===== src/rtl/rca_pipe_adder.sv =====
// Pipelined ripple-carry add/subtract unit: WIDTH bits split into STAGES chunks,
// one chunk rippled and registered per stage, valid/ready handshakes on both sides.
module rca_pipe_adder #(
  parameter int WIDTH  = 32,
  parameter int STAGES = 4
) (
  input  logic             clk,
  input  logic             reset_n,
  input  logic             in_valid,
  output logic             in_ready,
  input  logic [WIDTH-1:0] a,
  input  logic [WIDTH-1:0] b,
  input  logic             cin,
  input  logic             sub,
  output logic             out_valid,
  input  logic             out_ready,
  output logic [WIDTH-1:0] s,
  output logic             cout,
  output logic             ovf
);

  localparam int CW = WIDTH / STAGES;

  if (STAGES < 1 || (WIDTH % STAGES) != 0) begin : g_bad_cfg
    $error("rca_pipe_adder: WIDTH must be a non-zero multiple of STAGES");
  end

  logic [STAGES-1:0] v;
  logic [STAGES-1:0] en;
  logic [STAGES:0]   v_in;

  // A stage may load unless it and every stage downstream of it are full
  // while the consumer stalls; walking from the output down avoids a
  // combinational chain through en itself.
  always_comb begin
    logic stall;
    stall = !out_ready;
    en    = '0;
    for (int unsigned i = 0; i < STAGES; i++) begin
      stall                = stall && v[STAGES-1-i];
      en[STAGES-1-i]       = !stall;
    end
  end

  assign v_in      = {v, in_valid};
  assign in_ready  = en[0];
  assign out_valid = v[STAGES-1];

  always_ff @(posedge clk) begin
    if (!reset_n) begin
      v <= '0;
    end else begin
      for (int unsigned i = 0; i < STAGES; i++) begin
        if (en[i]) v[i] <= v_in[i];
      end
    end
  end

  for (genvar k = 0; k < STAGES; k++) begin : g_stage
    localparam int LO = k * CW;
    localparam int HI = LO + CW;

    logic [WIDTH-1:LO] a_d;
    logic [WIDTH-1:LO] b_d;
    logic              c_d;
    logic [CW:0]       sum;
    logic [HI-1:0]     s_nx;
    logic [HI-1:0]     s_q;
    logic              c_q;

    if (k == 0) begin : g_in
      assign a_d  = a;
      assign b_d  = sub ? ~b : b;
      assign c_d  = sub ? ~cin : cin;
      assign s_nx = sum[CW-1:0];
    end else begin : g_in
      assign a_d  = g_stage[k-1].g_fwd.a_q;
      assign b_d  = g_stage[k-1].g_fwd.b_q;
      assign c_d  = g_stage[k-1].c_q;
      assign s_nx = {sum[CW-1:0], g_stage[k-1].s_q};
    end

    assign sum = {1'b0, a_d[HI-1:LO]} + {1'b0, b_d[HI-1:LO]} + {{CW{1'b0}}, c_d};

    always_ff @(posedge clk) begin
      if (!reset_n) begin
        s_q <= '0;
        c_q <= 1'b0;
      end else if (en[k]) begin
        s_q <= s_nx;
        c_q <= sum[CW];
      end
    end

    // Only the chunks not yet added travel forward; lower sums ride in s_q.
    if (k < STAGES - 1) begin : g_fwd
      logic [WIDTH-1:HI] a_q;
      logic [WIDTH-1:HI] b_q;

      always_ff @(posedge clk) begin
        if (!reset_n) begin
          a_q <= '0;
          b_q <= '0;
        end else if (en[k]) begin
          a_q <= a_d[WIDTH-1:HI];
          b_q <= b_d[WIDTH-1:HI];
        end
      end
    end else begin : g_last
      logic ovf_q;

      always_ff @(posedge clk) begin
        if (!reset_n) begin
          ovf_q <= 1'b0;
        end else if (en[k]) begin
          ovf_q <= (a_d[WIDTH-1] == b_d[WIDTH-1]) && (s_nx[WIDTH-1] != a_d[WIDTH-1]);
        end
      end
    end
  end

  assign s    = g_stage[STAGES-1].s_q;
  assign cout = g_stage[STAGES-1].c_q;
  assign ovf  = g_stage[STAGES-1].g_last.ovf_q;

endmodule


===== config.mk =====
export PLATFORM = sky130hd
export DESIGN_NAME = rca_pipe_adder
export DESIGN_NICKNAME = d
export VERILOG_FILES = /design/src/rtl/rca_pipe_adder.sv
export SDC_FILE = /design/constraint.sdc
export NUM_CORES = 1
export LEC_CHECK = 0
export BUFFER_PORTS_ARGS = -buffer_cell sky130_fd_sc_hd__clkbuf_2
export CORE_AREA = 2 2 190 154
export CTS_BUF_LIST = sky130_fd_sc_hd__clkbuf_4
export CTS_CLUSTER_SIZE = 40
export DETAILED_ROUTE_END_ITERATION = 8
export DIE_AREA = 0 0 192 156
export GPL_ROUTABILITY_DRIVEN = 1
export PLACE_DENSITY = 0.59
export SYNTH_ARGS = -nofsm -noshare
export SYNTH_HDL_FRONTEND = slang
export SYNTH_SLANG_ARGS = --single-unit

===== constraint.sdc =====
create_clock -name clk -period 2.4 [get_ports clk]
set_input_delay 0.24 -clock clk [delete_from_list [all_inputs] [get_ports clk]]
set_output_delay 0.24 -clock clk [all_outputs]
set_load 0.02 [all_outputs]

# ---- Yosys cells after proc, flatten, opt, wreduce, memory -nomap -nowiden
# Index checks and enable logic that the tools add are counted.
dict set report word_totals {
  ff_bits 185
  input_bits 70
  elab_cells 40
}
dict set report classes {
  addsub 8
  n_eq_ne 2
  n_mux 2
  bitwise_logic 2
  reduce_logical 7
}
# op n
set ops {}
lappend ops {{8-bit by 8-bit adder with 9-bit output} 4}
lappend ops {{9-bit by 1-bit adder with 9-bit output} 4}
lappend ops {{32-bit 2-to-1 mux} 1}
lappend ops {{32-bit inverter} 1}
lappend ops {{1-bit logical AND} 5}
lappend ops {{1-bit zero test} 2}
lappend ops {{1-bit == test} 1}
lappend ops {{1-bit 2-to-1 mux} 1}
lappend ops {{1-bit != test} 1}
lappend ops {{1-bit inverter} 1}

# ---- Longest topological paths before layout
dict set report logic_depth {
  word_depth 6
  ltp_mapped 11
  ltp_nobuf 9
}

# ---- Worst setup path after synthesis
# No wires, ideal clock.
dict set report synth_timing {
  path_type {input to register}
  start {in sub}
  end {reg g_stage[0].s_q[6]}
  arrival_ps 2197
  required_ps 2336
  setup_slack_ps 139
  stages 11
  path_buffers 2
  path_cell_list {buf_2 buf_2 xor2_1 fa_1 inv_1 fa_1 nand2b_1 a21oi_1 o21a_1 or3_1 nand4_1}
}
dict set report synth_between {
  elab_chain_len 3
  word_cells_on_any_way 4
  classes_between {2 x add/sub; 2 x mux}
}
# item line
set synth_lines {}
lappend synth_lines {{from (decl)} 14} ;# input logic sub,
lappend synth_lines {{32-bit 2-to-1 mux} 73} ;# assign b_d = sub ? ~b : b;
lappend synth_lines {{8-bit by 8-bit adder with 9-bit output} 83} ;# assign sum = {1'b0, a_d[HI-1:LO]} + {1'b0, b_d[HI-1:LO]} + {{CW{1'b0}}, c_d};
lappend synth_lines {{9-bit by 1-bit adder with 9-bit output (*)} 83}
lappend synth_lines {{to (signal assigned)} 90} ;# s_q <= s_nx;
lappend synth_lines {{to (decl)} 68} ;# logic [HI-1:0] s_q;
# Mark *: on every way between the ends. The rest lies on a longest branch, timed or not.
# A chain may end at the register's enable or synchronous reset.

# ---- Final worst setup path
dict set report layout_timing {
  start {reg g_stage[0].c_q}
  end {reg g_stage[1].s_q[14]}
}
dict set report layout_between {
  elab_chain_len 1
}
# item line
set layout_lines {}
lappend layout_lines {{from (decl)} 69} ;# logic c_q;
lappend layout_lines {{from (signal assigned)} 91} ;# c_q <= sum[CW];
lappend layout_lines {{9-bit by 1-bit adder with 9-bit output} 83}
lappend layout_lines {{to (signal assigned)} 90}
lappend layout_lines {{to (decl)} 68}
# No other way between the ends.

==> run_results.csv <==
group,metric,value,unit
status,status,"finished clean",
synthesis,synth_top_cell_by_area,"dfxtp_1",
synthesis,synth_area_leaders,"dfxtp_1 (45%), nand2_1 (13%), a21boi_0 (9.3%)",
critical_path,cp-start-kind,"flop",
die,start_util,29.6,%
critical_path,cp_max_fo,3,
critical_path,endpoint,"g_stage[1].s_q[14]$_SDFFE_PN0N_",
critical_path,rr_startpoint,"g_stage[0].c_q$_SDFFE_PN0N_",
min_path,min-delay-start,"b[20]",
critical_path,critPathKind,"reg2reg",
route,firstDrtPassIters,5,
synthesis,synthFlopType,"dfxtp_1",
timing,finalClockSkew,0.0214,ns
synthesis,postSynthCellCount,952,
clock_network,cts.sinks,185,
critical_path,path_common_cell,"fa_1",
clock_network,tritoncts,"built",
min_path,hold_depth,4,
synthesis,ys_seq_area_share,44.6,%
min_path,hp-class,"in2reg",
critical_path,cp_slowest_stage_delay,0.47,ns
die,die_h,156,um
clock_network,numCtsBuffers,17,
route,wirelength,19800,um
place,portBuffers,105,
critical_path,regToRegEndpoint,"g_stage[1].s_q[14]$_SDFFE_PN0N_",
route,drc,0,
synthesis,synth_cell_types,45,
layout,layout-drive-gt1-share,15.0,%
die,dieArea,0.0300,sq mm
global_routing,antenna_found_initial,1,
layout,post-route-util,35.5,%
clock_network,clock-root-buffer,"clkbuf_4",
critical_path,reg2reg_setup_slack,0.12,ns
die,io_pins,106,
clock_network,clock_latency,0.58,ns
synthesis,synth-edff-count,0,
place,dp_hpwl,14300,um
clock_network,clockBufferDepth,2,
timing,finalSetupTns,0,ns
route,viasPerCell,4.54,
critical_path,timing.critical_path.slowest_stage_cell,"fa_1",
route,wire_per_inst,13.6,um
pwr,ir_worst_vdd,0.244,mV
timing,maxSlewViolCount,0,
timing,period_share,95.1,%
place,place_inst,1376,
pwr,powerDensity,589,mW/mm^2
synthesis,netlist_area,0.00830,sq mm
synthesis,yosysMostFrequentCell,"nand2_1",
clock_network,clk_pin_slew,0.15,ns
global_routing,grt_max_degree,69,
synthesis,synth_area_per_cell,8.72,sq um
die,core,0.0281,sq mm
timing,hold_viol,0,
layout,finalNetCount,1182,
critical_path,crit_required,2.87,ns
global_routing,grt_first_pass_wirelength,32100,um
timing,rsz0062_at_grt,"false",
critical_path,crit_chain,"fa_1, fa_1, a211oi_1, nor2_1, o21ai_1, mux2i_1, a311o_1",
synthesis,yosysWarnings,0,
layout,area_growth,19.9,%
die,row_count,55,
global_routing,groute.usage.overall,13.5,%
global_routing,grt_remaining_overflow,0,
place,place.gp.congestion,0.771,
timing,timing.slew.headroom,52.0,%
pwr,leakagePower,4.29,nW
timing,fmaxAchievable,438,MHz
route,via_count,6638,
clock_network,h-tree-depth,4,
die,chipWidth,192,um
critical_path,reg2reg_depth,7,
timing,period_minus_slack,2.28,ns
synthesis,synth_nets,1058,
timing,worst_pin_slew,0.720,ns
critical_path,worstPathArrival,2.75,ns
route,drt-initial-drc-count,301,
timing,setup_viol,0,
flow_run,drv_cap,0,
synthesis,synth_common_cells,"nand2_1 (298), dfxtp_1 (185), a21boi_0 (103)",
route,ant_nets,0,
critical_path,endpoint_kind,"flop",
critical_path,critPathLaunch,"g_stage[0].c_q$_SDFFE_PN0N_",
layout,stdcell_count,1461,
synthesis,synth_seq_cells,185,
synthesis,synth_top_area_share,44.6,%
clock_network,cts-resized-gates,0,
global_routing,grt_pass1_vias,6134,
synthesis,synth-async-reset-ratio,0,%
state kept, by name, summed over array words and instances, names as in the netlist:
register and cells:
s 32, v 4, ovf 1, g_stage.c_q 3, g_stage.s_q 48, g_stage.g_fwd.a_q 48, cout 1, g_stage.g_fwd.b_q 48
worst max-delay path, delay by kind of cell (launching register included):
kind,cells,cell delay (ns)
AOI/OAI and AO/OA,3,0.73
adders and majority gates,2,0.91
DFF,1,0.36
muxes,1,0.10
and+or+nand+nor,1,0.09
per-layer routing:
metal | part of all wire, % | wire length, um | track usage, %
met1 | 58 | 11500 | 21.6
met2 | 38 | 7500 | 17.5
met3 | 3.7 | 728 | 2.90
met4 | 0.81 | 160 | 3.85
met5 | 0 | 0 | 0
report_power, final:
group | total (mW) | internal (mW) | leakage (nW) | switching, mW
clock | 1.67 | 0.537 | 0.144 | 1.13
combinational | 0.808 | 0.403 | 2.63 | 0.405
sequential | 3.39 | 3.27 | 1.52 | 0.118
total | 5.86 | 4.21 | 4.29 | 1.65
placed cells by master (no fill, tap or decap), drive strengths merged, types with 4 or more instances in the layout:
cell type    count
a31oi            7
nand4            9
a21boi         130
dfxtp          185
or4b             4
a211oi           4
and3             8
nand4b           4
nor2             6
a21oi           20
ha              28
and3b            4
nand3b           4
a211o            4
clkbuf         121
o21ai           17
fa               8
clkinv           5
xor2             9
nor4b            5
o211a           29
dlygate4sd3     48
inv             15
nand3           23
o211ai           5
nand2          298
xnor2           33
o21a             5
buf             21
a21o             7
kinds of logic (layout without fill, tap and decap cells):
group / count (synthesis) / count (layout) / share of synthesized area, %
AO/OA/AOI/OAI: 234 / 234 / 21.0
flip-flops: 185 / 185 / 44.6
XOR/XNOR: 42 / 42 / 4.43
AND/OR/NAND/NOR: 377 / 377 / 19.6
adder cells (fa/ha/maj): 36 / 36 / 6.15
multiplexers: 2 / 2 / 0.241
buffers and inverters: 76 / 213 / 3.99
other: 0 / 2 / 0
worst min-delay path by stage:
stage,to
after CTS,g_stage[0].g_fwd.b_q[20]$_SDFFE_PN0N_
after global placement,g_stage[0].s_q[2]$_SDFFE_PN0N_
final,g_stage[0].g_fwd.b_q[20]$_SDFFE_PN0N_
after floorplan,v[0]$_SDFFE_PN0N_
after detailed placement,g_stage[0].g_fwd.a_q[17]$_SDFFE_PN0N_
after global routing,g_stage[0].g_fwd.b_q[20]$_SDFFE_PN0N_
cell type report:
| type | instances | area, sq um |
|---|---|---|
| Antenna cell | 2 | 5.00 |
| Clock buffer | 17 | 128 |
| Tap cell | 370 | 463 |
| Inverter | 8 | 30.0 |
| Fill cell | 2965 | 18100 |
| Sequential cell | 185 | 3700 |
| Multi-Input combinational cell | 691 | 4280 |
| Clock inverter | 15 | 140 |
| Timing Repair Buffer | 173 | 1210 |
stage by stage:
| stage | worst slack (ns) | instance area [sq um] | hold slack, ns | total power, mW |
|---|---|---|---|---|
| CTS | 0.00102 | 9930 | 0.0281 | 5.95 |
| global placement | 0.194 | 9180 | 0.442 | 4.19 |
| global route | 0.00689 | 9950 | 0.0373 | 6.19 |
| finish | 0.118 | 9960 | 0.0748 | 5.86 |
| floorplan | 0.139 | 8300 | 0.364 | 3.94 |
| detailed placement | 0.140 | 9180 | 0.445 | 4.20 |
what timing repair did:
action / 4_1_cts / 5_1_grt
setup endpoints to repair: 0 / 1
buffers inserted: 0 / 3
endpoints found under the hold margin: 50 / 0
hold buffers: 48 / 0
Power figures use the tool's default switching activity.
